<file path="src/rtl/uart_pkg.sv">
// Shared UART loopback types and constants: transmit-queue FSM states and the
// CR/LF character codes used by the optional line-ending expansion.
package uart_pkg;

  typedef enum logic [1:0] {
    IDLE = 2'd0,
    BUSY = 2'd1,
    LF   = 2'd2
  } uart_tx_queue_state_e;

  localparam int unsigned uart_cr_gp = 32'h0000_000D;
  localparam int unsigned uart_lf_gp = 32'h0000_000A;

endpackage

</file>
<file path="src/rtl/uart_fifo.sv">
// Circular FIFO with naturally wrapping read/write pointers and an occupancy
// counter. A push into a full queue is accepted only when a pop happens in the same cycle.
module uart_fifo #(
  parameter int unsigned width_p = 8,
  parameter int unsigned els_p   = 16,
  localparam int unsigned ptr_w_lp = $clog2(els_p),
  localparam int unsigned cnt_w_lp = $clog2(els_p + 1)
) (
  input  logic                clk_i,
  input  logic                reset_i,
  input  logic                push_i,
  input  logic [width_p-1:0]  data_i,
  input  logic                pop_i,
  output logic [width_p-1:0]  data_o,
  output logic                push_ok_o,
  output logic                empty_o,
  output logic [cnt_w_lp-1:0] count_o
);

  logic [width_p-1:0]  mem_q [els_p];
  logic [ptr_w_lp-1:0] wptr_q, wptr_d;
  logic [ptr_w_lp-1:0] rptr_q, rptr_d;
  logic [cnt_w_lp-1:0] count_q, count_d;
  logic                full;
  logic                pop_ok;
  logic                push_ok;

  assign full    = (count_q == cnt_w_lp'(els_p));
  assign empty_o = (count_q == '0);
  assign pop_ok  = pop_i && !empty_o;
  // A simultaneous pop frees the slot this push needs.
  assign push_ok = push_i && (!full || pop_ok);

  always_comb begin
    wptr_d  = wptr_q;
    rptr_d  = rptr_q;
    count_d = count_q;
    if (push_ok) wptr_d = wptr_q + ptr_w_lp'(1);
    if (pop_ok)  rptr_d = rptr_q + ptr_w_lp'(1);
    case ({push_ok, pop_ok})
      2'b10:   count_d = count_q + cnt_w_lp'(1);
      2'b01:   count_d = count_q - cnt_w_lp'(1);
      default: count_d = count_q;
    endcase
  end

  always_ff @(posedge clk_i or posedge reset_i) begin
    if (reset_i) begin
      wptr_q  <= '0;
      rptr_q  <= '0;
      count_q <= '0;
    end else begin
      wptr_q  <= wptr_d;
      rptr_q  <= rptr_d;
      count_q <= count_d;
    end
  end

  // Storage carries data only, so it is left out of reset.
  always_ff @(posedge clk_i) begin
    if (push_ok) mem_q[wptr_q] <= data_i;
  end

  assign data_o    = mem_q[rptr_q];
  assign push_ok_o = push_ok;
  assign count_o   = count_q;

endmodule

</file>
<file path="src/rtl/uart_tx_queue.sv">
// Byte queue between uart_rx and uart_tx: buffers received characters and issues
// one frame at a time. Define UART_TX_QUEUE_CRLF_EN to follow every CR with a generated LF.
module uart_tx_queue
  import uart_pkg::*;
#(
  parameter int unsigned data_bits_p = 8,
  parameter int unsigned els_p       = 16
) (
  input  logic                          clk_i,
  input  logic                          reset_i,
  input  logic                          in_v_i,
  input  logic [data_bits_p-1:0]        in_data_i,
  output logic                          tx_v_o,
  output logic [data_bits_p-1:0]        tx_data_o,
  input  logic                          tx_done_i,
  output logic [$clog2(els_p+1)-1:0]    count_o,
  output logic                          overflow_o
);

  uart_tx_queue_state_e   state_q, state_d;
  logic                   tx_v_q, tx_v_d;
  logic [data_bits_p-1:0] tx_data_q, tx_data_d;
  logic                   overflow_q, overflow_d;
  logic                   pop;
  logic                   issue;
  logic                   push_ok;
  logic                   empty;
  logic                   lf_pending;
  logic [data_bits_p-1:0] head;

  uart_fifo #(
    .width_p (data_bits_p),
    .els_p   (els_p)
  ) fifo (
    .clk_i     (clk_i),
    .reset_i   (reset_i),
    .push_i    (in_v_i),
    .data_i    (in_data_i),
    .pop_i     (pop),
    .data_o    (head),
    .push_ok_o (push_ok),
    .empty_o   (empty),
    .count_o   (count_o)
  );

`ifdef UART_TX_QUEUE_CRLF_EN
  logic cr_q, cr_d;
  assign lf_pending = cr_q;
`else
  assign lf_pending = 1'b0;
`endif

  always_comb begin
    state_d   = state_q;
    tx_v_d    = 1'b0;
    tx_data_d = tx_data_q;
    pop       = 1'b0;
    issue     = 1'b0;
`ifdef UART_TX_QUEUE_CRLF_EN
    cr_d      = cr_q;
`endif
    case (state_q)
      IDLE: issue = !empty;
      BUSY: begin
        if (tx_done_i) begin
          if (lf_pending)  state_d = LF;
          else if (!empty) issue   = 1'b1;
          else             state_d = IDLE;
        end
      end
      LF: begin
`ifdef UART_TX_QUEUE_CRLF_EN
        tx_v_d    = 1'b1;
        tx_data_d = data_bits_p'(uart_lf_gp);
        cr_d      = 1'b0;
        state_d   = BUSY;
`else
        state_d   = IDLE;
`endif
      end
      default: state_d = IDLE;
    endcase

    // Head of queue goes straight to the output register; no bypass from the push side.
    if (issue) begin
      pop       = 1'b1;
      tx_v_d    = 1'b1;
      tx_data_d = head;
      state_d   = BUSY;
`ifdef UART_TX_QUEUE_CRLF_EN
      cr_d      = (head == data_bits_p'(uart_cr_gp));
`endif
    end
  end

  assign overflow_d = overflow_q || (in_v_i && !push_ok);

  always_ff @(posedge clk_i or posedge reset_i) begin
    if (reset_i) begin
      state_q    <= IDLE;
      tx_v_q     <= 1'b0;
      tx_data_q  <= '0;
      overflow_q <= 1'b0;
`ifdef UART_TX_QUEUE_CRLF_EN
      cr_q       <= 1'b0;
`endif
    end else begin
      state_q    <= state_d;
      tx_v_q     <= tx_v_d;
      tx_data_q  <= tx_data_d;
      overflow_q <= overflow_d;
`ifdef UART_TX_QUEUE_CRLF_EN
      cr_q       <= cr_d;
`endif
    end
  end

  assign tx_v_o     = tx_v_q;
  assign tx_data_o  = tx_data_q;
  assign overflow_o = overflow_q;

endmodule
</file>
<file path="config.mk">
export PLATFORM = sky130hd
export DESIGN_NAME = uart_tx_queue
export DESIGN_NICKNAME = d
export VERILOG_FILES = /design/src/rtl/uart_pkg.sv /design/src/rtl/uart_fifo.sv /design/src/rtl/uart_tx_queue.sv
export SDC_FILE = /design/constraint.sdc
export NUM_CORES = 1
export LEC_CHECK = 0
export BUFFER_PORTS_ARGS = -buffer_cell sky130_fd_sc_hd__buf_2
export CORE_UTILIZATION = 30
export DETAILED_ROUTE_END_ITERATION = 6
export HOLD_SLACK_MARGIN = 0.15
export SLEW_MARGIN = 20
export SYNTH_ARGS = -nofsm -noshare
export SYNTH_HDL_FRONTEND = slang
export SYNTH_SLANG_ARGS = --single-unit
export TNS_END_PERCENT = 5
</file>
<file path="constraint.sdc">
create_clock -name clk_i -period 4.6 [get_ports clk_i]
set_input_delay 0 -clock clk_i [delete_from_list [all_inputs] [get_ports clk_i]]
set_output_delay 0 -clock clk_i [all_outputs]
set_load 0.1 [all_outputs]
</file>
Yosys cells after proc, flatten, opt, wreduce, memory -nomap -nowiden

Memory sizes are Yosys's and may differ from the RTL's. A register that Yosys moved wholly into a read port is not among the register bits.
Cells that the tools add are included.

Memories kept: 1
Register bits: 17
Memory bits (writable): 128
Input port bits: 12

Reduce and logical (&&, ||, !) cells: 12
Equal/unequal tests: 7
Multiplexer cells: 11
Add/sub/neg operators: 4

Memory list:

| memory     | words | bits a word | read ports | clocked after memory_dff | wr ports | line            | source |
|---|---|---|---|---|---|---|---|
| fifo.mem_q | 16    | 8           | 1          | 1                        | 1        | uart_fifo.sv:20 | `logic [width_p-1:0] mem_q [els_p];` |

Operators with widths:

| operator              | count |
|---|---|
| $pmux W5 S2           | 1 |
| $add A4 B1 Y4 const B | 2 |
| $mux W2               | 3 |
| $ne A3 B3 Y1 const B  | 2 |
| $add A5 B1 Y5 const B | 1 |
| $eq A5 B5 Y1 const B  | 1 |
| $logic_not A5 Y1      | 1 |
| $mux W1               | 5 |
| $sub A5 B1 Y5 const B | 1 |
| $eq A2 B1 Y1 const B  | 2 |
| $pmux W2 S2           | 1 |
| $logic_and A1 B1 Y1   | 3 |
| $logic_not A1 Y1      | 3 |
| $reduce_and A3 Y1     | 1 |
| $eq A2 B2 Y1 const B  | 1 |
| $logic_not A2 Y1      | 1 |
| $logic_or A1 B1 Y1    | 2 |
| $ne A2 B2 Y1 const B  | 1 |
| $pmux W1 S2           | 1 |
| $reduce_bool A2 Y1    | 1 |

Logic depth before layout (Yosys ltp)

Gate-level depths: netlist (run 1).

Word-level depth: 11
Gate-level depth with buffers: 13
Depth with buffers taken out: 10

By module

From an unflattened synthesis (run 1), not the netlist that was laid out.

Cell total of the unflattened synthesis: 314
Area total of the unflattened synthesis: 6188.4 µm²

Modules (own cells, without submodules):

| module        | instances | area an instance (µm²) | cells each |
|---|---|---|---|
| uart_fifo     | 1         | 5779.3                 | 288 |
| uart_tx_queue | 1         | 409.1                  | 26 |

Least setup slack after synthesis (run 1)

OpenSTA, ideal clock, no wires.

Path kind: register to register
Start point: register fifo.count_q[1] (netlist: fifo.count_o[1])
End point: register fifo.count_q[4] (netlist: fifo.count_o[4])
Cell stages (with the launch flop): 14
Required time: 4475 ps
Data arrival time: 3161 ps
Library setup time: 125 ps
Buffers on the path: 3
Setup slack: 1314 ps
Path through: dfrtp_1 -> clkbuf_1 -> nor4_2 -> a21o_1 -> buf_2 -> inv_2 -> ha_1 -> clkbuf_1 -> xor2_1 -> ha_1 -> o211a_1 -> o31ai_1 -> a31oi_1 -> xnor2_1

Longest elaborated chain between the ends: 10

Ends and longest elaborated chain:

| element                                           | line                | source |
|---|---|---|
| start: declaration                                | uart_fifo.sv:23     | `logic [cnt_w_lp-1:0] count_q, count_d;` |
| start signal: assignment                          | uart_fifo.sv:55     | `count_q <= count_d;` |
| $logic_not A5 Y1 *                                | uart_fifo.sv:29     | `assign empty_o = (count_q == '0);` |
| $mux W1                                           | uart_tx_queue.sv:67 | `else if (!empty) issue = 1'b1;` |
| $mux W1                                           | uart_tx_queue.sv:65 | `if (tx_done_i) begin` |
| $pmux W1 S2                                       | uart_tx_queue.sv:62 | `case (state_q)` |
| $mux W1                                           | uart_tx_queue.sv:85 | `if (issue) begin` |
| $logic_and A1 B1 Y1 *                             | uart_fifo.sv:30     | `assign pop_ok = pop_i && !empty_o;` |
| via fifo.pop_ok                                   | uart_fifo.sv:25     | `logic pop_ok;` |
| $logic_or A1 B1 Y1                                | uart_fifo.sv:32     | `assign push_ok = push_i && (!full \|\| pop_ok);` |
| $logic_and A1 B1 Y1                               | uart_fifo.sv:32     |  |
| $eq A2 B1 Y1 or $eq A2 B2 Y1 (tied branches)      | uart_fifo.sv:40     | `case ({push_ok, pop_ok})` |
| $pmux W5 S2 or $reduce_bool A2 Y1 (tied branches) | -                   |  |

Mark *: on every way through the listed nets, which the timed path passes. The rest lies on a longest branch.
A chain may end at the register's enable or synchronous reset.

Worst setup path in the final report (run 1)

Same ends and word-level chain as after synthesis.

==> results of run 1 <==
cells by family after synthesis:
logic type	share of synthesized area [%]
buffers and inverters	2.61
AO/OA/AOI/OAI	4.61
XOR/XNOR	1.56
multiplexers	13.6
AND/OR/NAND/NOR	3.96
flip-flops	71.8
adder cells (fa/ha/maj)	1.82
worst max-delay path, stage by stage (launching register included):
cell	delay, ps
dfrtp_1	470
nor4_2	470
a21o_1	620
inv_2	150
ha_1	350
xor2_1	180
ha_1	230
o211a_1	230
o31ai_1	250
a31oi_1	100
xnor2_1	160
metrics by stage:
| stage | utilization, % | hold slack (ps) | setup slack, ps | std cells |
|---|---|---|---|---|
| 4_1_cts | 35.7 | 364 | 1270 | 656 |
| 3_5_place_dp | 32.5 | 252 | 1290 | 612 |
| 5_1_grt | 35.7 | 418 | 1010 | 656 |
| 6_report | 35.7 | 333 | 1270 | 656 |
| 3_3_place_gp | 32.5 | 244 | 1470 | 612 |
| 2_1_floorplan | - | 14.6 | 1310 | 330 |
sequential cells by signal, summed over array words and instances (netlist names):
| register | cells |
|---|---|
| fifo.rptr_q | 4 |
| state_q | 1 |
| tx_v_o | 1 |
| fifo.wptr_q | 4 |
| overflow_o | 1 |
| tx_data_o | 8 |
| fifo.mem_q | 128 |
| fifo.count_o | 5 |
cell type report:
| cell class | instances | area share (%) |
|---|---|---|
| inverter | 9 | 0.468 |
| sequential | 152 | 61.6 |
| multi-input combinational | 148 | 21.9 |
| clock buffer | 21 | 6.10 |
| tap | 270 | 4.68 |
| timing repair buffer | 45 | 4.20 |
| clock inverter | 11 | 1.02 |
what timing repair did:
| action | 4_1_cts | 5_1_grt |
|---|---|---|
| hold buffers | 12 | 0 |
| hold endpoints to repair | 157 | 0 |
| resized for setup | 0 | 0 |
worst max-delay path by stage:
stage,endpoint,slack (ps),cells past startpoint
CTS,fifo.count_o[4],1270,10
global placement,fifo.count_o[4],1470,10
global route,fifo.count_o[4],1010,10
finish,fifo.count_o[4],1270,10
detailed placement,fifo.count_o[4],1290,10
floorplan,fifo.count_o[4],1310,13
layer usage:
layer / routed length (µm) / share of wire (%)
met2: 5740 / 47
met5: 0 / 0
met3: 872 / 7.1
met4: 146 / 1.2
met1: 5440 / 45
placed cells by master (no fill, tap or decap), types with 3 or more instances in the layout:
master         count
edfxtp_1         128
buf_2             26
mux4_2            24
dfrtp_1           23
clkbuf_16         17
nor2_1            14
dlygate4sd3_1     12
nand2_1           11
a21oi_1           11
nor2b_1           10
ha_1               9
inv_1              8
xnor2_1            8
a211o_1            8
mux2i_1            8
a22o_1             8
mux4_1             8
buf_4              7
o21ai_0            4
nor3_1             4
clkinvlp_4         4
clkbuf_1           4
xor2_1             3
nand2b_1           3
inv_6              3
power groups by stage:
stage | clock (W) | sequential, W | combinational, W
2_1_floorplan | 0 | 0.00227 | 0.000961
3_3_place_gp | 0 | 0.00201 | 0.00153
3_5_place_dp | 0 | 0.00202 | 0.00155
4_1_cts | 0.00124 | 0.00200 | 0.00156
5_1_grt | 0.00130 | 0.00203 | 0.00166
6_report | 0.00122 | 0.00199 | 0.00155
==> impl_metrics.py, run 1 <==
metrics = {
    "critical_path": {
        "cp_max_fo": 20,
        "cp-startpoint": "fifo.count_o[1]",
        "required_ps": 4890,
        "reg2reg_slack_ps": 1270,
        "timing.critical_path.arrival_ps": 3620,
        "reg2reg_to": "fifo.count_o[4]",
        "ff2ff_path_depth": 10,
        "cp-start-kind": "flip-flop",
        "reg2reg_from": "fifo.count_o[1]",
        "end_kind": "flip-flop",
        "worstSetupPathType": "reg -> reg",
    },
    "clock_tree": {
        "path_clk_slew_ps": 60,
        "clock_path_buffers": 2,
        "cts_root_buffer": "clkbuf_16",
        "cts_buffers": 17,
        "htree_levels": 4,
        "clock_sinks": 152,
        "clk_latency_ps": 420,
        "post-cts-setup-buffers": 0,
        "cts_tree": "done",
    },
    "pwr": {
        "peakVddDrop_uv": 238,
        "p_sw_w": 0.00178,
        "p_clk_share_pct": 25.6,
        "finalPower_w": 0.00476,
        "p_seq_share_pct": 41.8,
        "intPower_w": 0.00298,
        "p_leak_nw": 2.51,
        "p_comb_share_pct": 32.6,
        "swShare_pct": 37.3,
        "power_density_nw_per_um2": 659,
    },
    "sta": {
        "setup_viol": 0,
        "fin_tns_setup_ps": 0,
        "hold_violations": 0,
        "worstMarginPinSlew_ps": 903,
        "rsz0062_at_grt": "no",
        "slew_headroom_pct": 39.7,
        "finClkSkew_ps": 8.91,
        "drv_slew": 0,
        "finalCriticalPeriod_ps": 3330,
        "period_share_pct": 72.4,
        "fmax_mhz": 300,
    },
    "place": {
        "port_buffers": 26,
        "dpl_cell_area_um2": 6580,
        "dp_hpwl_mm": 7.77,
        "gp_congestion": 0.750,
    },
    "grt": {
        "antenna_found_initial": 0,
        "met1_usage_pct": 16.5,
        "grt_max_degree": 27,
        "grt_overflow_total": 0,
        "met3_usage_pct": 4.01,
        "grt_pass1_wl_mm": 18.9,
        "busiest_layer": "met2",
        "grt_use_total_pct": 12.4,
        "use_met2_pct": 19.5,
        "grt_pass1_vias": 3164,
    },
    "detailed_routing": {
        "wire_per_inst_um": 18.6,
        "vias": 3087,
        "ant_nets": 0,
        "route.detailed.drc": 0,
        "drtIter0Drc": 174,
        "wl_mm": 12.2,
        "vias_per_cell": 4.71,
        "first_pass_iters": 5,
    },
    "synth": {
        "yosys-top-cells-area": "edfxtp_1, dfrtp_1, mux4_2",
        "async_flop_share_pct": 15.8,
        "syn_area_per_cell_um2": 18.7,
        "seq_area_frac_synth_pct": 71.8,
        "synth_area_um2": 6190,
        "synth_warnings": 0,
        "synth_edf_count": 128,
        "synth_fp_nets": 351,
        "synth_top_area_cell": "edfxtp_1",
        "yosys-top-cells-count": "edfxtp_1, dfrtp_1, mux4_2",
        "synth.distinct_cells": 39,
        "synth_top_area_share_pct": 62.1,
        "yosysMostFrequentCell": "edfxtp_1",
        "synth_ff_type": "edfxtp_1",
        "ys_seq_elements": 152,
        "synth_cells": 330,
    },
    "die": {
        "io_pins": 27,
        "dieArea_um2": 21200,
        "die_x_um": 146,
        "die_y_um": 146,
        "initial_core_util_pct": 30.6,
        "core-area_um2": 20200,
        "rows": 52,
    },
    "cells_and_area": {
        "fillCellCount": 1874,
        "area_delta_synth_final_pct": 16.6,
        "fin_area_um2": 7220,
        "n_antenna_cell": 0,
        "drive_gt1_share_pct": 22.8,
        "nNetsFinal": 394,
        "multi_input_area_um2": 1580,
        "regArea_um2": 4450,
    },
    "job": {
        "cap_violations": 0,
    },
    "status": {
        "status": "finished, final reports clean",
    },
    "worst_hold_path": {
        "min-delay-path-class": "in -> async",
    },
}
No activity file was read; power rests on OpenSTA's default activity.
==> run 2, diff against run 1 <==
==> constraint.sdc (replaced) <==
create_clock -name clk_i -period 3.2 [get_ports clk_i]
set_input_delay 0 -clock clk_i [delete_from_list [all_inputs] [get_ports clk_i]]
set_output_delay 0 -clock clk_i [all_outputs]
set_load 0.1 [all_outputs]
==> impl_metrics.py, run 2 (same netlist as run 1, synthesis figures left out) <==
metrics = {
    "place": {
        "dp_hpwl_mm": 7.95,
        "port_buffers": 26,
        "gp_congestion": 0.794,
        "pre_cts_ws_ps": 369,
        "dpl_cell_area_um2": 6630,
    },
    "pwr": {
        "finalPower_w": 0.00697,
        "power_density_nw_per_um2": 956,
        "p_leak_nw": 2.56,
        "peakVddDrop_uv": 398,
    },
    "cells_and_area": {
        "drive_gt1_share_pct": 24.6,
        "nNetsFinal": 398,
        "max_flop_register": "fifo.mem_q",
        "final_cell_mix": "edfxtp_1, buf_2, mux4_2",
        "n_antenna_cell": 0,
        "final_common_cell": "edfxtp_1",
        "largest_reg_flops": 128,
        "area_delta_synth_final_pct": 17.9,
        "fin_area_um2": 7290,
    },
    "die": {
        "die_y_um": 146,
        "dieArea_um2": 21200,
        "initial_core_util_pct": 30.6,
        "die_x_um": 146,
        "io_pins": 27,
        "rows": 52,
        "core-area_um2": 20200,
    },
    "grt": {
        "grt_use_total_pct": 12.5,
        "grt_pass1_vias": 3242,
        "grt_pass1_wl_mm": 19.2,
        "grt_overflow_total": 0,
        "antenna_found_initial": 0,
        "grt_max_degree": 35,
    },
    "clock_tree": {
        "cts_buffers": 17,
        "cts_resized": 0,
        "clock_sinks": 152,
        "cts_tree": "done",
        "cts_root_buffer": "clkbuf_16",
        "path_clk_slew_ps": 60,
        "clock_path_buffers": 2,
        "htree_levels": 4,
        "clk_latency_ps": 420,
    },
    "critical_path": {
        "required_ps": 3500,
        "cp-start-kind": "flip-flop",
        "cp_max_fo": 9,
        "end_kind": "flip-flop",
        "timing.critical_path.arrival_ps": 3140,
        "worstSetupPathType": "reg -> reg",
        "reg2reg_slack_ps": 360,
    },
    "detailed_routing": {
        "drtIter0Drc": 219,
        "first_pass_iters": 4,
        "ant_nets": 0,
        "route.detailed.drc": 0,
        "vias_per_cell": 4.69,
        "wire_per_inst_um": 18.7,
        "wl_mm": 12.3,
        "vias": 3098,
    },
    "sta": {
        "period_share_pct": 88.9,
        "finClkSkew_ps": 18.1,
        "finalCriticalPeriod_ps": 2840,
        "worst_hold_slack_ps": 373,
        "final.setup.worst_slack_ps": 356,
        "fmax_mhz": 352,
        "slew_headroom_pct": 34.1,
        "setup_viol": 0,
        "drv_slew": 0,
        "hold_violations": 0,
        "rsz0062_at_grt": "no",
        "fin_tns_setup_ps": 0,
        "worstMarginPinSlew_ps": 987,
    },
    "status": {
        "status": "finished, final reports clean",
    },
    "worst_hold_path": {
        "min-delay-path-class": "in -> async",
    },
    "job": {
        "cap_violations": 0,
    },
}
run 2: cell count changes in the layout (fill, tap and decap cells not counted), sizes merged:
cell	before	now
inv	12	9
clkbuf	21	23
clkinvlp	4	2
bufinv	0	1
clkinv	4	6
buf	33	37
run 2: path summary, 6_finish.rpt:
path	start	endpoint	cells after the start
max in group asynchronous	reset_i	fifo.rptr_q[0]	3
min in group clk_i	tx_data_o[1]	tx_data_o[1]	1
min	reset_i	fifo.count_o[2]	3
max reg2reg	fifo.count_o[0]	fifo.count_o[4]	10
max	fifo.count_o[0]	fifo.count_o[4]	10
min reg2reg	tx_data_o[1]	tx_data_o[1]	1
run 2: power breakdown:
part / switching, W / total (W) / leakage (nW) / internal [W]
logic: 0.00147 / 0.00235 / 0.859 / 0.000875
registers: 0.000319 / 0.00279 / 1.44 / 0.00247
clock network: 0.000731 / 0.00183 / 0.267 / 0.00110
total: 0.00252 / 0.00697 / 2.56 / 0.00445
run 2: stage by stage:
step / std cells / util (%)
floorplan: 330 / -
global placement: 616 / 32.7
detailed placement: 616 / 32.7
CTS: 660 / 36.0
global route: 660 / 36.0
finish: 660 / 36.0
run 2: layout make-up:
type	count	area (µm²)
Timing Repair Buffer	49	345
Inverter	9	33.8
Multi-Input combinational cell	148	1580
Clock inverter	9	78.8
Fill cell	1885	12900
Clock buffer	23	468
Sequential cell	152	4450
Tap cell	270	338
run 2: worst max-delay path, stage by stage, from the launching register on:
cell	delay, ps
dfrtp_1	440
nor4_2	490
a31oi_2	290
inv_1	140
ha_1	350
xor2_1	110
ha_1	230
o211a_1	230
o31ai_1	190
a31oi_1	90
xnor2_1	150
run 2: per-layer routing:
| metal | vias up | part of all wire [%] | global-route usage (%) |
|---|---|---|---|
| met1 | 1602 | 45 | 16.3 |
| met2 | 83 | 50 | 20.4 |
| met3 | 16 | 4.6 | 2.82 |
| met4 | 0 | 1.0 | 4.42 |
| li1 | 1397 | - | - |
| met5 | - | 0 | 0 |
run 2: repair_timing:
action	4_1_cts	5_1_grt
endpoints found under the hold margin	158	0
setup buffers	0	0
hold buffers	12	0
